### src/rtl/osf_pipe_arbiter_pkg.sv
// Shared constants and types for the osf pipe arbiter: header magic,
// field widths and the frame FSM state encoding.
package osf_pipe_arbiter_pkg;

  localparam logic [3:0] OPA_HDR_MAGIC = 4'hA;
  localparam int         W_SEQ         = 8;
  localparam int         W_CHID        = 4;

  typedef enum logic [1:0] {
    ST_IDLE = 2'd0,
    ST_HDR  = 2'd1,
    ST_DATA = 2'd2
  } opa_state_t;

endpackage

### src/rtl/osf_pipe_arbiter_if.sv
// Bundle of the osf-side capture inputs, FIFO-side outputs and status lines.
// master = the side feeding samples / consuming FIFO words, slave = arbiter.
interface osf_pipe_arbiter_if #(
  parameter int N_ADC      = 8,
  parameter int W_ADC_DATA = 18,
  parameter int W_EP       = 16
);
  logic [N_ADC-1:0]            chan_mask_in;
  logic [N_ADC-1:0]            osf_data_valid_in;
  logic [N_ADC*W_ADC_DATA-1:0] osf_data_packed_in;
  logic                        fifo_full_in;
  logic [W_EP-1:0]             data_out;
  logic                        data_valid_out;
  logic [15:0]                 drop_count_out;
  logic                        busy_out;

  modport master (
    output chan_mask_in, osf_data_valid_in, osf_data_packed_in, fifo_full_in,
    input  data_out, data_valid_out, drop_count_out, busy_out
  );

  modport slave (
    input  chan_mask_in, osf_data_valid_in, osf_data_packed_in, fifo_full_in,
    output data_out, data_valid_out, drop_count_out, busy_out
  );
endinterface

### src/rtl/osf_pipe_arbiter_rr.sv
// Combinational round-robin picker: the first set request found searching
// ptr+1, ptr+2, ... ptr+N (mod N) wins.
module rr_arbiter #(
  parameter int N     = 8,
  parameter int IDX_W = $clog2(N)
) (
  input  logic [N-1:0]     req,
  input  logic [IDX_W-1:0] ptr,
  output logic             gnt_valid,
  output logic [IDX_W-1:0] gnt_idx
);

  // Scan farthest-to-nearest so the nearest requester after ptr is the last write
  always_comb begin
    gnt_valid = 1'b0;
    gnt_idx   = '0;
    for (int k = N; k >= 1; k--) begin
      if (req[IDX_W'((int'(ptr) + k) % N)]) begin
        gnt_valid = 1'b1;
        gnt_idx   = IDX_W'((int'(ptr) + k) % N);
      end
    end
  end

endmodule

### src/rtl/osf_pipe_arbiter.sv
// Shares the bulk-transfer pipe FIFO between N_ADC oversample-filter channels.
// Each channel has a one-deep hold register; a round-robin grant picks a
// pending channel and a 3-state FSM emits a header word then the data word.
module osf_pipe_arbiter
  import osf_pipe_arbiter_pkg::*;
#(
  parameter int N_ADC      = 8,
  parameter int W_ADC_DATA = 18,
  parameter int W_EP       = 16
) (
  input logic               clk50_in,
  input logic               reset_in,
  osf_pipe_arbiter_if.slave bus
);

  localparam int IDX_W = $clog2(N_ADC);

  function automatic logic [15:0] sat_add16(input logic [15:0] a, input logic [4:0] b);
    logic [16:0] s;
    s = {1'b0, a} + {12'b0, b};
    return s[16] ? 16'hFFFF : s[15:0];
  endfunction

  logic [W_EP-1:0]   hold [N_ADC];
  logic [N_ADC-1:0]  pending;
  logic [N_ADC-1:0]  pending_nxt;
  logic [N_ADC-1:0]  eligible;
  logic [4:0]        drop_inc;
  opa_state_t        state;
  logic [IDX_W-1:0]  chan;
  logic [W_EP-1:0]   frame_word;
  logic [W_SEQ-1:0]  seq;
  logic [IDX_W-1:0]  rr_ptr;
  logic              gnt_valid;
  logic [IDX_W-1:0]  gnt_idx;
  logic              grant_now;
  logic [W_CHID-1:0] chan_id;
  logic              unused_lsbs;

  // Sample LSBs below the pipe word are intentionally discarded
  assign unused_lsbs = ^bus.osf_data_packed_in;

  assign eligible  = pending & bus.chan_mask_in;
  assign grant_now = (state == ST_IDLE) && gnt_valid;
  assign chan_id   = W_CHID'(chan);

  rr_arbiter #(.N(N_ADC), .IDX_W(IDX_W)) u_rr (
    .req       (eligible),
    .ptr       (rr_ptr),
    .gnt_valid (gnt_valid),
    .gnt_idx   (gnt_idx)
  );

  // Next pending flags and number of overwritten samples this cycle
  always_comb begin
    pending_nxt = pending;
    drop_inc    = '0;
    for (int i = 0; i < N_ADC; i++) begin
      if (!bus.chan_mask_in[i]) begin
        pending_nxt[i] = 1'b0;
      end else if (bus.osf_data_valid_in[i]) begin
        pending_nxt[i] = 1'b1;
        if (pending[i] && !(grant_now && gnt_idx == IDX_W'(i)))
          drop_inc = drop_inc + 5'd1;
      end else if (grant_now && gnt_idx == IDX_W'(i)) begin
        pending_nxt[i] = 1'b0;
      end
    end
  end

  // Per-channel capture: the newest enabled sample replaces the hold word
  for (genvar g = 0; g < N_ADC; g++) begin : g_hold
    always_ff @(posedge clk50_in) begin
      if (bus.osf_data_valid_in[g] && bus.chan_mask_in[g])
        hold[g] <= bus.osf_data_packed_in[g*W_ADC_DATA + W_ADC_DATA - 1 -: W_EP];
    end
  end

  // Capture control: pending flags, drop counter, busy status
  always_ff @(posedge clk50_in) begin
    if (reset_in) begin
      pending            <= '0;
      bus.drop_count_out <= '0;
      bus.busy_out       <= 1'b0;
    end else begin
      pending            <= pending_nxt;
      bus.drop_count_out <= sat_add16(bus.drop_count_out, drop_inc);
      bus.busy_out       <= (state != ST_IDLE) || (|eligible);
    end
  end

  // Frame FSM: latch winner in IDLE, header word in HDR, data word in DATA
  always_ff @(posedge clk50_in) begin
    if (reset_in) begin
      state              <= ST_IDLE;
      bus.data_out       <= '0;
      bus.data_valid_out <= 1'b0;
      seq                <= '0;
      rr_ptr             <= IDX_W'(N_ADC - 1);
    end else begin
      bus.data_valid_out <= 1'b0;
      case (state)
        ST_IDLE: begin
          if (gnt_valid) begin
            chan       <= gnt_idx;
            frame_word <= hold[gnt_idx];
            state      <= ST_HDR;
          end
        end
        ST_HDR: begin
          if (!bus.fifo_full_in) begin
            bus.data_out       <= W_EP'({OPA_HDR_MAGIC, chan_id, seq});
            bus.data_valid_out <= 1'b1;
            state              <= ST_DATA;
          end
        end
        ST_DATA: begin
          if (!bus.fifo_full_in) begin
            bus.data_out       <= frame_word;
            bus.data_valid_out <= 1'b1;
            seq                <= seq + 1'b1;
            rr_ptr             <= chan;
            state              <= ST_IDLE;
          end
        end
        default: state <= ST_IDLE;
      endcase
    end
  end

endmodule

### src/flat_wrapper.sv
// flat-port wrapper written by rule: the top's interface ports become plain ports
module osf_pipe_arbiter_flat import osf_pipe_arbiter_pkg::*;
#(
  parameter int N_ADC      = 8,
  parameter int W_ADC_DATA = 18,
  parameter int W_EP       = 16
)
  (clk50_in, reset_in, bus_chan_mask_in, bus_osf_data_valid_in, bus_osf_data_packed_in, bus_fifo_full_in, bus_data_out, bus_data_valid_out, bus_drop_count_out, bus_busy_out);
  osf_pipe_arbiter_if #(.N_ADC(N_ADC), .W_ADC_DATA(W_ADC_DATA), .W_EP(W_EP)) bus_i ();
  input logic clk50_in;
  input logic reset_in;
  input wire logic [$bits(bus_i.chan_mask_in)-1:0] bus_chan_mask_in;
  input wire logic [$bits(bus_i.osf_data_valid_in)-1:0] bus_osf_data_valid_in;
  input wire logic [$bits(bus_i.osf_data_packed_in)-1:0] bus_osf_data_packed_in;
  input wire logic [$bits(bus_i.fifo_full_in)-1:0] bus_fifo_full_in;
  output wire logic [$bits(bus_i.data_out)-1:0] bus_data_out;
  output wire logic [$bits(bus_i.data_valid_out)-1:0] bus_data_valid_out;
  output wire logic [$bits(bus_i.drop_count_out)-1:0] bus_drop_count_out;
  output wire logic [$bits(bus_i.busy_out)-1:0] bus_busy_out;
  assign bus_i.chan_mask_in = bus_chan_mask_in;
  assign bus_i.osf_data_valid_in = bus_osf_data_valid_in;
  assign bus_i.osf_data_packed_in = bus_osf_data_packed_in;
  assign bus_i.fifo_full_in = bus_fifo_full_in;
  assign bus_data_out = bus_i.data_out;
  assign bus_data_valid_out = bus_i.data_valid_out;
  assign bus_drop_count_out = bus_i.drop_count_out;
  assign bus_busy_out = bus_i.busy_out;
  osf_pipe_arbiter #(.N_ADC(N_ADC), .W_ADC_DATA(W_ADC_DATA), .W_EP(W_EP)) u_core (.clk50_in(clk50_in), .reset_in(reset_in), .bus(bus_i));
endmodule
### config.mk
export PLATFORM = sky130hd
export DESIGN_NAME = osf_pipe_arbiter_flat
export DESIGN_NICKNAME = d
export VERILOG_FILES = /design/src/rtl/osf_pipe_arbiter_pkg.sv /design/src/rtl/osf_pipe_arbiter_if.sv /design/src/rtl/osf_pipe_arbiter_rr.sv /design/src/rtl/osf_pipe_arbiter.sv /design/src/flat_wrapper.sv
export SDC_FILE = /design/constraint.sdc
export NUM_CORES = 1
export LEC_CHECK = 0
export CAP_MARGIN = 20
export CELL_PAD_IN_SITES_DETAIL_PLACEMENT = 1
export CELL_PAD_IN_SITES_GLOBAL_PLACEMENT = 1
export CORE_MARGIN = 3
export CORE_UTILIZATION = 42
export CTS_CLUSTER_SIZE = 20
export DETAILED_ROUTE_END_ITERATION = 7
export GPL_TIMING_DRIVEN = 0
export PLACE_DENSITY = 0.92
export SKIP_LAST_GASP = 1
export SLEW_MARGIN = 10
export SYNTH_ARGS = -nofsm -noshare
export SYNTH_HDL_FRONTEND = slang
export SYNTH_SLANG_ARGS = --single-unit
export TNS_END_PERCENT = 10
### constraint.sdc
create_clock -name clk50_in -period 15.75 [get_ports clk50_in]
set_clock_uncertainty 0.2 [all_clocks]
set_input_delay 3.15 -clock clk50_in [delete_from_list [all_inputs] [get_ports clk50_in]]
set_output_delay 3.15 -clock clk50_in [all_outputs]
set_load 0.01 [all_outputs]
==> qor.txt, run 1 <==
run status = complete, no violations
Hold Buf Count CTS = 0
fin. max-slew vios = 0
ratio of cells with drive above 1 in the final layout = 0.119
Crit Path Class = in2reg
Setup TNS = 0 ns
CP max stage cell = buf_1
Final Util = 0.562
Worst-path clk slew = 0.07 ns
peak supply drop = 0.0000949 V
Synth Cell Area = 9590 um2
Post-Syn Nets = 918
routed wire length = 28900 um
post-CTS setup buffers = 0
most frequent cells in the layout = clkdlybuf4s50_1, edfxtp_1, nand2_1
post-synth top area cell = edfxtp_1
Die X = 157 um
Clk pwr share = 0.321
row cnt = 54
Leak = 0.00443 uW
non-filler cells, final = 1233
post-synth cell types = 82
worst path required time = 15.92 ns
CTS H-tree depth = 1
die area = 24700 um2
routed wire length per instance = 23.4 um
TritonCTS clock tree = done
endpoint type of the worst setup path = flop
Final Hold Vio Count = 0
final setup violation count = 0
fin crit share = 0.917
Post-DP Area = 11700 um2
area delta synth->final = 29.7%
die height = 157 um
nets@finish = 1121
unrepaired setup endpoints after global routing = no
drt pass-1 iters = 5
Yosys top cell area share = 0.460
Place WS = 0.953 ns
Worst Setup Start Kind = input pin
commonest non-fill, non-tap cell in the layout = clkdlybuf4s50_1
fin crit period = 14.44 ns
ys async rst share = 0
CTS Buf Count = 22
clock root buffer = clkbuf_16
sequential share of power = 0.419
worst hold path class = reg2reg
Post-Syn Instances = 734
Mean Syn Cell Area = 13.1 um2
largest cells by area after synthesis = edfxtp_1, dfxtp_1, mux4_2, nand2_1, ha_1
vias in the first global route = 7676
antenna violations before repair = 1
Switch Pwr = 472 uW
Peak Freq = 69.3 MHz
remaining global-route overflow = 0
CP dominant cell by count = ha_1
GRT Resource Usage Total = 0.235
total core area = 22200 um2
CP max stage delay = 0.71 ns
First DRT Iteration DRCs = 452
Crit path arrival time = 14.61 ns
Internal = 1100 uW
Yosys warning count = 0
final worst slack = 1.31 ns
max-cap viol count = 0
Final ANT Viol Nets = 0
vias per cell = 5.68
dominant synthesized flop cell = edfxtp_1
slew margin rel. = 0.272
# DRC = 0
worst slew pin tran = 1.09 ns
CTS max path bufs = 3
CTS resizes = 0
Starting Density = 0.433
ant diodes = 0
routed vias = 7007
HPWL after DPL = 21700 um
largest net degree at the start of global routing = 20
Placer Congestion = 0.953
Seq/Total Area, Yosys = 0.575
final instance area = 12400 um2
Pwr Density = 126 nW/um2
number of synthesized flops with an enable pin = 147
first-pass GRT wire length = 44100 um
crit path max fanout = 10
later-pin clock latency in the skew report = 0.54 ns
Boundary Pins = 197
Placed Cells = 1193
Seq cells post-synth = 202
Sw Share = 0.300
input/output buffers = 179
Sink Count = 202
combinational share of power = 0.260
[metal layers]
metal | part of all wire | wire length (um) | global-route usage
met5 | 0.00045 | 13 | 0
met4 | 0.030 | 872 | 0.0727
met3 | 0.071 | 2050 | 0.0522
met2 | 0.50 | 14500 | 0.411
met1 | 0.40 | 11500 | 0.292
[power by group through the flow]
| stage | Clock (uW) | Sequential [uW] | Combinational [uW] |
|---|---|---|---|
| 2_1_floorplan | 0 | 666 | 239 |
| 3_3_place_gp | 0 | 665 | 394 |
| 3_5_place_dp | 0 | 670 | 405 |
| 4_1_cts | 514 | 660 | 409 |
| 5_1_grt | 535 | 664 | 442 |
| 6_report | 504 | 660 | 410 |
[worst max-delay path, delay by kind of cell]
kind / cells / cell delay [ns]
and+or+nand+nor: 14 / 3.07
xor gates and xnor gates: 1 / 0.25
muxes: 4 / 1.10
AOI/OAI and AO/OA: 10 / 2.73
buffers and inverters: 6 / 2.41
adders and majority gates: 7 / 1.91
[Yosys cell counts, types with 4 or more instances]
library cell,number
nor2_1,55
xnor2_1,16
buf_1,4
edfxtp_1,147
xor2_1,17
nor3b_1,10
inv_1,11
a211o_1,5
and2_1,12
buf_2,5
o22ai_1,4
mux4_2,44
a22oi_1,5
dfxtp_1,55
mux2i_1,17
or3_1,6
nand3_1,15
a21oi_1,39
o21ai_0,16
nand4_1,5
nor3_1,9
nand2_1,90
ha_1,20
and3_1,11
a211oi_1,13
clkbuf_1,20
[layout make-up]
| class | count | area (um2) |
|---|---|---|
| Tap cell | 280 | 350 |
| Multi-Input combinational cell | 484 | 3870 |
| Clock buffer | 28 | 626 |
| Clock inverter | 12 | 82.6 |
| Sequential cell | 202 | 5520 |
| Fill cell | 2204 | 9720 |
| Buffer | 33 | 156 |
| Timing Repair Buffer | 179 | 1790 |
| Inverter | 15 | 56.3 |
[final timing paths]
check	slack, ns	end	cells past startpoint	start
setup reg to reg	3.02	u_core.bus.drop_count_out[13]	45	u_core.rr_ptr[1]
hold / removal	0.30	u_core.rr_ptr[1]	1	u_core.chan[1]
hold reg to reg	0.30	u_core.rr_ptr[1]	1	u_core.chan[1]
setup / recovery	1.31	u_core.bus.drop_count_out[13]	42	bus_chan_mask_in[5]
[stage by stage]
step                hold slack, ns  total power [uW]
detailed placement           0.285              1080
finish                       0.297              1570
global placement             0.264              1060
floorplan                    0.254               905
CTS                          0.297              1580
global route                 0.316              1640
[flip-flops by register name, summed over array words and instances, names as in the netlist]
register                   count
u_core.bus.drop_count_out     16
u_core.seq                     8
u_core.rr_ptr                  3
u_core.pending                 8
u_core.chan                    3
u_core.bus.data_valid_out      1
u_core.frame_word             16
u_core.bus.busy_out            1
u_core.hold                  128
u_core.bus.data_out           16
u_core.state                   2
[cell families (layout without fill, tap and decap cells)]
kind of cell               count (synthesis)  in the layout  synth area share
muxes                                     66             66             0.130
xor gates and xnor gates                  36             36            0.0364
adders and majority gates                 23             23            0.0303
and+or+nand+nor                          241            241             0.122
buffers and inverters                     48            267            0.0222
DFF                                      202            202             0.575
AOI/OAI and AO/OA                        118            118            0.0847
(Power assumes the default switching activity.)
==> run 2: changes to the inputs <==
==> constraint.sdc (replaced) <==
create_clock -name clk50_in -period 15.75 [get_ports clk50_in]
set_clock_uncertainty 0.2 [all_clocks]
set_input_delay 1.575 -clock clk50_in [delete_from_list [all_inputs] [get_ports clk50_in]]
set_output_delay 1.575 -clock clk50_in [all_outputs]
set_load 0.01 [all_outputs]
==> results of run 2 <==
The final DEF is identical to that of run 1. Status: complete, no violations.
Main changes from that run: setup slack after placement 0.953 ns -> 2.53 ns; setup slack after layout 1.31 ns -> 2.89 ns
